## config.mk

```make
export PLATFORM = sky130hd
export DESIGN_NAME = jedro_1_mem_arbiter
export DESIGN_NICKNAME = d
export VERILOG_FILES = /design/src/rtl/jedro_1_mem_arbiter.sv
export SDC_FILE = /design/constraint.sdc
export NUM_CORES = 1
export LEC_CHECK = 0
export CORE_AREA = 2 2 98 100
export CTS_BUF_LIST = sky130_fd_sc_hd__clkbuf_8
export CTS_CLUSTER_DIAMETER = 200
export DETAILED_ROUTE_END_ITERATION = 12
export DIE_AREA = 0 0 100 102
export GPL_ROUTABILITY_DRIVEN = 0
export HOLD_SLACK_MARGIN = 0.05
export PLACE_DENSITY_LB_ADDON = 0.05
export SYNTH_ARGS = -nofsm -noshare
export SYNTH_HDL_FRONTEND = slang
export SYNTH_SLANG_ARGS = --single-unit
export TNS_END_PERCENT = 5
```

## constraint.sdc

```tcl
create_clock -name clk_i -period 3.05 [get_ports clk_i]
set_clock_uncertainty 0.05 [all_clocks]
set_input_delay 0.7625 -clock clk_i [delete_from_list [all_inputs] [get_ports clk_i]]
set_output_delay 0.7625 -clock clk_i [all_outputs]
set_load 0.02 [all_outputs]
```

## src/rtl/jedro_1_mem_arbiter.sv

```systemverilog
// ---------------------------------------------------------------------------
// jedro_1_mem_arbiter
//
// Shares one single-port synchronous RAM between the jedro_1 instruction
// fetch port (i_*) and the load/store port (d_*).
//
// At most one requester is granted per cycle. Data wins ties unless the
// fetch side has been refused STARVE_MAX cycles in a row. Every grant pushes
// a {valid, src, err} tag into a RAM_LATENCY-deep pipeline, so the tag
// reaches the output in the same cycle as the RAM data for that access.
// Responses come back in grant order and cannot be stalled.
//
// Handshake: a request is accepted in the cycle where *_req_i and *_gnt_o
// are both 1. Its response (*_rvalid_o, with *_rdata_o and *_err_o) is
// shown for exactly one cycle, RAM_LATENCY cycles after the grant cycle.
// The requester must take it in that cycle.
//
// Ports:
//   clk_i, rstn_i           clock (rising edge), async active-low reset
//   i_req_i/i_addr_i        fetch request and byte address
//   i_gnt_o                 fetch accepted this cycle
//   i_rvalid_o/i_rdata_o/i_err_o   fetch response
//   d_req_i/d_we_i/d_be_i/d_addr_i/d_wdata_i   load/store request
//   d_gnt_o                 data accepted this cycle
//   d_rvalid_o/d_rdata_o/d_err_o   load data or store acknowledge
//   ram_en_o/ram_we_o/ram_addr_o/ram_wdata_o/ram_rdata_i   RAM port
// ---------------------------------------------------------------------------
module jedro_1_mem_arbiter #(
    parameter int DATA_WIDTH  = 32,
    parameter int RAM_AW      = 12,
    parameter int RAM_LATENCY = 1,
    parameter int STARVE_MAX  = 3
) (
    input  logic                  clk_i,
    input  logic                  rstn_i,
    // instruction fetch port
    input  logic                  i_req_i,
    input  logic [DATA_WIDTH-1:0] i_addr_i,
    output logic                  i_gnt_o,
    output logic                  i_rvalid_o,
    output logic [DATA_WIDTH-1:0] i_rdata_o,
    output logic                  i_err_o,
    // data port
    input  logic                  d_req_i,
    input  logic                  d_we_i,
    input  logic [3:0]            d_be_i,
    input  logic [DATA_WIDTH-1:0] d_addr_i,
    input  logic [DATA_WIDTH-1:0] d_wdata_i,
    output logic                  d_gnt_o,
    output logic                  d_rvalid_o,
    output logic [DATA_WIDTH-1:0] d_rdata_o,
    output logic                  d_err_o,
    // RAM port
    output logic                  ram_en_o,
    output logic [3:0]            ram_we_o,
    output logic [RAM_AW-1:0]     ram_addr_o,
    output logic [DATA_WIDTH-1:0] ram_wdata_o,
    input  logic [DATA_WIDTH-1:0] ram_rdata_i
);

    localparam int SW = (STARVE_MAX < 1) ? 1 : $clog2(STARVE_MAX + 1);

    typedef struct packed {
        logic valid;
        logic src_d;   // 1 = data port, 0 = fetch port
        logic err;
    } tag_t;

    logic [SW-1:0]   r_starve_cnt;
    tag_t            r_tag [RAM_LATENCY];

    logic            w_starved;
    logic            w_sel_i;
    logic            w_sel_d;
    logic            w_gnt_any;
    logic            w_i_err;
    logic            w_d_err;
    logic            w_err;
    logic [RAM_AW-1:0] w_word_addr;
    tag_t            w_tag_out;
    logic [DATA_WIDTH-1:0] w_rsp_data;
    logic            w_unused;

    // Byte offset of data accesses has no meaning here; the LSU encodes the
    // lanes in d_be_i.
    assign w_unused = ^d_addr_i[1:0];

    // ------------------------------------------------------------------
    // Arbitration
    // ------------------------------------------------------------------
    assign w_starved = (r_starve_cnt == SW'(STARVE_MAX));
    assign w_sel_i   = i_req_i && (!d_req_i || w_starved);
    assign w_sel_d   = d_req_i && !w_sel_i;

    // Grants are masked while reset is held so nothing reaches the RAM.
    assign i_gnt_o   = rstn_i && w_sel_i;
    assign d_gnt_o   = rstn_i && w_sel_d;
    assign w_gnt_any = i_gnt_o || d_gnt_o;

    // ------------------------------------------------------------------
    // Address decode
    // ------------------------------------------------------------------
    assign w_i_err = (|i_addr_i[DATA_WIDTH-1:RAM_AW+2]) || (|i_addr_i[1:0]);
    assign w_d_err = |d_addr_i[DATA_WIDTH-1:RAM_AW+2];
    assign w_err   = i_gnt_o ? w_i_err : w_d_err;
    assign w_word_addr = i_gnt_o ? i_addr_i[RAM_AW+1:2] : d_addr_i[RAM_AW+1:2];

    // ------------------------------------------------------------------
    // RAM request
    // ------------------------------------------------------------------
    always_comb begin
        ram_en_o    = 1'b0;
        ram_we_o    = 4'b0000;
        ram_addr_o  = '0;
        ram_wdata_o = '0;
        // A granted access that fails decode still gets a response, but
        // never touches the RAM.
        if (w_gnt_any && !w_err) begin
            ram_en_o   = 1'b1;
            ram_addr_o = w_word_addr;
            if (d_gnt_o && d_we_i) begin
                ram_we_o    = d_be_i;
                ram_wdata_o = d_wdata_i;
            end
        end
    end

    // ------------------------------------------------------------------
    // Starvation counter
    // ------------------------------------------------------------------
    always_ff @(posedge clk_i or negedge rstn_i) begin
        if (!rstn_i) begin
            r_starve_cnt <= '0;
        end else if (i_req_i && !i_gnt_o) begin
            if (!w_starved) begin
                r_starve_cnt <= r_starve_cnt + SW'(1);
            end
        end else begin
            r_starve_cnt <= '0;
        end
    end

    // ------------------------------------------------------------------
    // Tag pipeline (depth matches RAM read latency)
    // ------------------------------------------------------------------
    always_ff @(posedge clk_i or negedge rstn_i) begin
        if (!rstn_i) begin
            for (int k = 0; k < RAM_LATENCY; k++) begin
                r_tag[k] <= '0;
            end
        end else begin
            r_tag[0] <= '{valid: w_gnt_any, src_d: d_gnt_o, err: w_err};
            for (int k = 1; k < RAM_LATENCY; k++) begin
                r_tag[k] <= r_tag[k-1];
            end
        end
    end

    // ------------------------------------------------------------------
    // Response routing
    // ------------------------------------------------------------------
    assign w_tag_out  = r_tag[RAM_LATENCY-1];
    // The RAM output is stale for error accesses, so it is not forwarded.
    assign w_rsp_data = w_tag_out.err ? '0 : ram_rdata_i;

    assign i_rvalid_o = w_tag_out.valid && !w_tag_out.src_d;
    assign d_rvalid_o = w_tag_out.valid &&  w_tag_out.src_d;
    assign i_err_o    = i_rvalid_o && w_tag_out.err;
    assign d_err_o    = d_rvalid_o && w_tag_out.err;
    assign i_rdata_o  = i_rvalid_o ? w_rsp_data : '0;
    assign d_rdata_o  = d_rvalid_o ? w_rsp_data : '0;

endmodule

```

* After elaboration in Yosys (flattened, before gate mapping)
Index checks and enable logic that the tools add are counted.
** Storage, ports and cells
- Register bits after elaboration :: 5
- Input bits :: 137
- Output and inout bits :: 119
- Logic and storage cells :: 42
** Operators by class
- Add/subtract/negate cells :: 1
- Equality and inequality tests :: 2
- Multiplexer cells :: 13
- Reduce and logical (&&, ||, !) cells :: 22
** Operators by type and width (count)
- 2-to-1 mux 32 bit :: 5
- OR reduction 18 bit :: 2
- 2-to-1 mux 12 bit :: 2
- logical AND 1 bit :: 11
- 2-to-1 mux 4 bit :: 2
- zero test 1 bit :: 5
- 2-to-1 mux 2 bit :: 2
- logical OR 1 bit :: 3
- adder 2 x 1 -> 2 bit, second input constant :: 1
- == test 2 bit, second input constant :: 1
- 2-to-1 mux 1 bit :: 2
- != test 2 bit, second input constant :: 1
- OR reduction 2 bit :: 1

* Longest topological paths before layout
- Word-level depth :: 9
- Gate-level depth with buffers :: 7

* Worst setup path after synthesis
No wires, ideal clock.
- Kind :: input to output
- From :: input port d_addr_i[29]
- To :: output port ram_wdata_o[10]
- Arrival time :: 2.384 ns
- Required time :: 2.237 ns
- Path slack :: -0.147 ns
- Stages :: 5
- Buffers on the path :: 2
- Cell sequence :: or4_1 > or4_1 > buf_2 > buf_6 > a21oi_1
** On the way
- Cells in the longest elaborated chain, start to end :: 5
** RTL lines
- from (decl) :: line 47 : input logic [DATA_WIDTH-1:0] d_addr_i,
- OR reduction 18 bit :: line 104 : assign w_d_err = |d_addr_i[DATA_WIDTH-1:RAM_AW+2];
- 2-to-1 mux 1 bit :: line 105 : assign w_err = i_gnt_o ? w_i_err : w_d_err;
- zero test 1 bit :: line 118 : if (w_gnt_any && !w_err) begin
- logical AND 1 bit :: line 118
- 2-to-1 mux 32 bit :: line 118
- to (decl) :: line 57 : output logic [DATA_WIDTH-1:0] ram_wdata_o,
Every way passes these cells.

* Worst setup path after layout
- From :: input port d_addr_i[30]
- To :: output port ram_wdata_o[7]
The elaborated chain is that of the path after synthesis.

==> results.md <==
- For this run, design rule violations remaining after detail routing come to 0.
- Port buffering added 253 buffers.
- The power per cell area is 92.4 nW/um^2.
- By area the synthesized netlist is led by nor2_1, a21oi_2, nand3_1, nand2_1, dfrtp_1.
- In the final layout, the multi-input gates occupy 1650 um^2.
- The TritonCTS clock tree is yes.
- The filler cells instantiated in the layout total 871.
- The critical-path maximum fanout is 11.
- STA classifies the critical path endpoint as an output pin.
- For this run, the total global-route usage over all layers was measured as 17.3%.
- The completed layout was analyzed and its total power is 0.467 mW.
- After synthesis, the mean cell area works out to 5.56 um^2.
- The sum of negative setup slack is -11.00 ns.
- Counting every net in the synthesized netlist gives 403.
- The tool flagged a number of max-cap violations equal to 0.
- The number of sinks handled by clock tree synthesis is 5.
- For this run, the top clock speed supported by timing is 303 MHz.
- Dividing the detail-routed wire length by the instance count gives 15.0 um.
- The routed wire length is 9650 um.
- For this run, the register share of the synthesized area comes to 8.50%.
- The count of distinct cell types in the synthesized netlist is 23.
- The count of mapped cells out of synthesis is 265.
- The leakage dissipation is 1.72 nW.
- The clock tree root driver cell is clkbuf_8.
- The top cell type by area accounts for 18.1% of the synthesized area.
- The final clock period utilization by the worst path is 108%.
- Once detail routing completed, the nets flagged for antenna violations numbered 0.
- Setup repair after global routing could not meet its margin everywhere.
- The critical path goes through buf_6 -> or4_1 -> or4_4 -> buf_4 -> buf_12 -> a21oi_4 -> buf_6.
- Measured against its own limit, the worst slew margin works out to 70.6%.
- The path class of the tightest hold or removal check is reg -> reg.
- The type of element launching the critical path is an input pin.
- The minimum period implied by the final worst setup slack is 3.30 ns.
- The floorplan die height is 102 um.
- nor2_1 takes more of the synthesized area than any other cell.
- The area of the die is 10200 um^2.
- The ratio of routed vias to standard cells is 4.49.
- The pre-antenna-repair detailed-routing pass consisted of 4 iterations.
- After clock tree synthesis, the flow added hold-fix buffers numbering 0.
- The deepest clock path buffer count is 2.
- At the worst endpoint, the arrival time is 2.49 ns.
- Summing all non-filler instances in the final layout gives an area of 5050 um^2.
- The clock latency on the worst-skew pair is 0.21 ns.
- For the pin with the worst max-slew slack, the measured transition is 0.442 ns.
- The worst setup slack before clock tree synthesis is -0.948 ns.
- The count of boundary I/O pins is 256.
- The kind of critical path is in -> out.
- The buffer and inverter count on the worst path is 4.
- The checks that failed: setup timing.
- The final net count is 673.
- Yosys mapped a number of flops with a built-in enable equal to 0.
- The cell with the most instances on the worst path is buf_6.
- The layout-stage area growth over the synthesis result is 243%.
- 0 antenna diodes ended up in the layout.
- The number of buffers added by the clock tree synthesis step is 3.
- The sequential cell area in the final layout is 125 um^2.
- The worst setup margin is -0.253 ns.
- The critical path required time is 2.24 ns.
- In this run the cell area of the synthesized design comes to 1470 um^2.
- The primary flip-flop cell chosen by synthesis mapping is dfrtp_1.
- nor2_1 is the most common cell in the netlist.
- The Yosys step of the flow raised 0 warnings.
- The first routing iteration left 52 violations.
- The pin count of the biggest net entering global routing is 40.
- In the final layout, the share of cells above drive strength 1 is 30.3%.
- Measured along the x axis, the die boundary spans 100 um.
- Setup violations remaining at the end of the flow were counted as 49.
- The clock-pin transition on the worst setup and hold timing paths is 0.03 ns.
- The hold violation count in the final report is 0.
- In this design, the stage delay of the slowest critical-path cell is 0.52 ns.
- CTS built an H-tree with a depth of 1.
- In this design, the largest share of critical-path delay is due to simple AND/OR/NAND/NOR gates.
- The via count of the first global-routing pass came to 2760.
- The effective utilization at floorplan is 16.2%.
- The commonest cells after synthesis are nor2_1, nand2_1, nand3_1.
- The post-synthesis register bit count is 5.
- After synthesis, the share of flip-flops with an asynchronous set or reset is 100%.
- The run finished, with violations left.
- The final route contains 2896 vias.
- Among all stages on the critical path, the largest delay is contributed by or4_1.
- The count of pins over their slew limit was 0.
- The total area inside the core boundary comes to 9110 um^2.
- The floorplan has 35 rows.
- The total grt overflow is 0.
- The final HPWL from detailed placement is 7740 um.
- The worst-case IR drop observed on VDD is 0.142 mV.
- The initial antenna violation count came to 0.
- The standard cell area after detailed placement is 4740 um^2.
- The first global-routing pass estimated 14100 um of wire.
-- flip-flops by register name, summed over array words and instances, names as in the netlist --
register	cells
r_tag	3
r_starve_cnt	2
-- per-layer routing --
layer	GRT usage, %	share of wire, %
met1	18.8	36
met2	33.1	52
met3	4.65	9.9
met4	4.85	1.4
met5	0	0
-- tightest hold or removal path, stage by stage (launching register included) --
cell	delay [ns]
dfrtp_1	0.34
mux2i_1	0.07
nor2_1	0.09
-- through the flow --
step                      hold slack, ns  utilization [%]  std cells
final                              0.499             55.5        645
after global routing               0.554             55.5        645
after CTS                          0.509             54.2        637
after detailed placement           0.501             52.1        625
after global placement             0.462             52.1        625
after floorplan                    0.417                -        265
-- cell type report --
class,count,area share [%]
clock buffers,3,0.817
flip-flops and latches,5,2.48
well taps,111,2.75
clock inverters,1,0.0743
inverters,4,0.297
repair buffers,296,60.9
multi-input cells,225,32.7
-- where the power goes --
group	internal [mW]	leakage [nW]	switching [mW]	total [mW]
clock network	0.0858	0.0269	0.0273	0.113
registers	0.0723	0.0601	0.00289	0.0751
logic	0.177	1.63	0.102	0.278
-- logic make-up (layout without fill, tap and decap cells) --
family	count (synthesis)	in the layout	share of synthesized area, %
simple gates	159	159	46.8
xor+xnor	1	1	0.595
compound gates	63	63	31.0
fa+ha+maj	1	1	0.849
buf+inv	35	304	11.6
flops	5	5	8.50
mux	1	1	0.680
-- final timing paths --
kind	startpoint	to	slack, ns	depth (start not counted)
worst min register to register	r_starve_cnt[1]	r_starve_cnt[1]	0.50	2
max in group asynchronous	rstn_i	r_tag[1]	2.31	2
worst max register to register	r_starve_cnt[0]	r_tag[0]	1.10	7
worst max-delay path	d_addr_i[30]	ram_wdata_o[7]	-0.25	7
worst min-delay path	r_starve_cnt[1]	r_starve_cnt[1]	0.50	2
min in group asynchronous	rstn_i	r_tag[2]	0.53	2
-- layout by cell type, fill, tap and decap left out, drive strengths merged --
cell type	instances
a21boi	1
a21oi	50
a22oi	12
and2	1
buf	96
clkbuf	6
clkdlybuf4s15	20
clkdlybuf4s50	165
clkinv	1
dfrtp	5
dlygate4sd2	10
dlymetal6s2s	2
ha	1
inv	4
mux2i	1
nand2	37
nand2b	2
nand3	36
nand4	1
nor2	71
nor4	4
or2	1
or4	6
xor2	1
-- what timing repair did --
item,CTS,global route
buffers inserted,6,8
setup endpoints to repair,51,51
gates cloned,2,0
resized for setup,342,23
pin swaps,16,4
(Power assumes the default switching activity.)
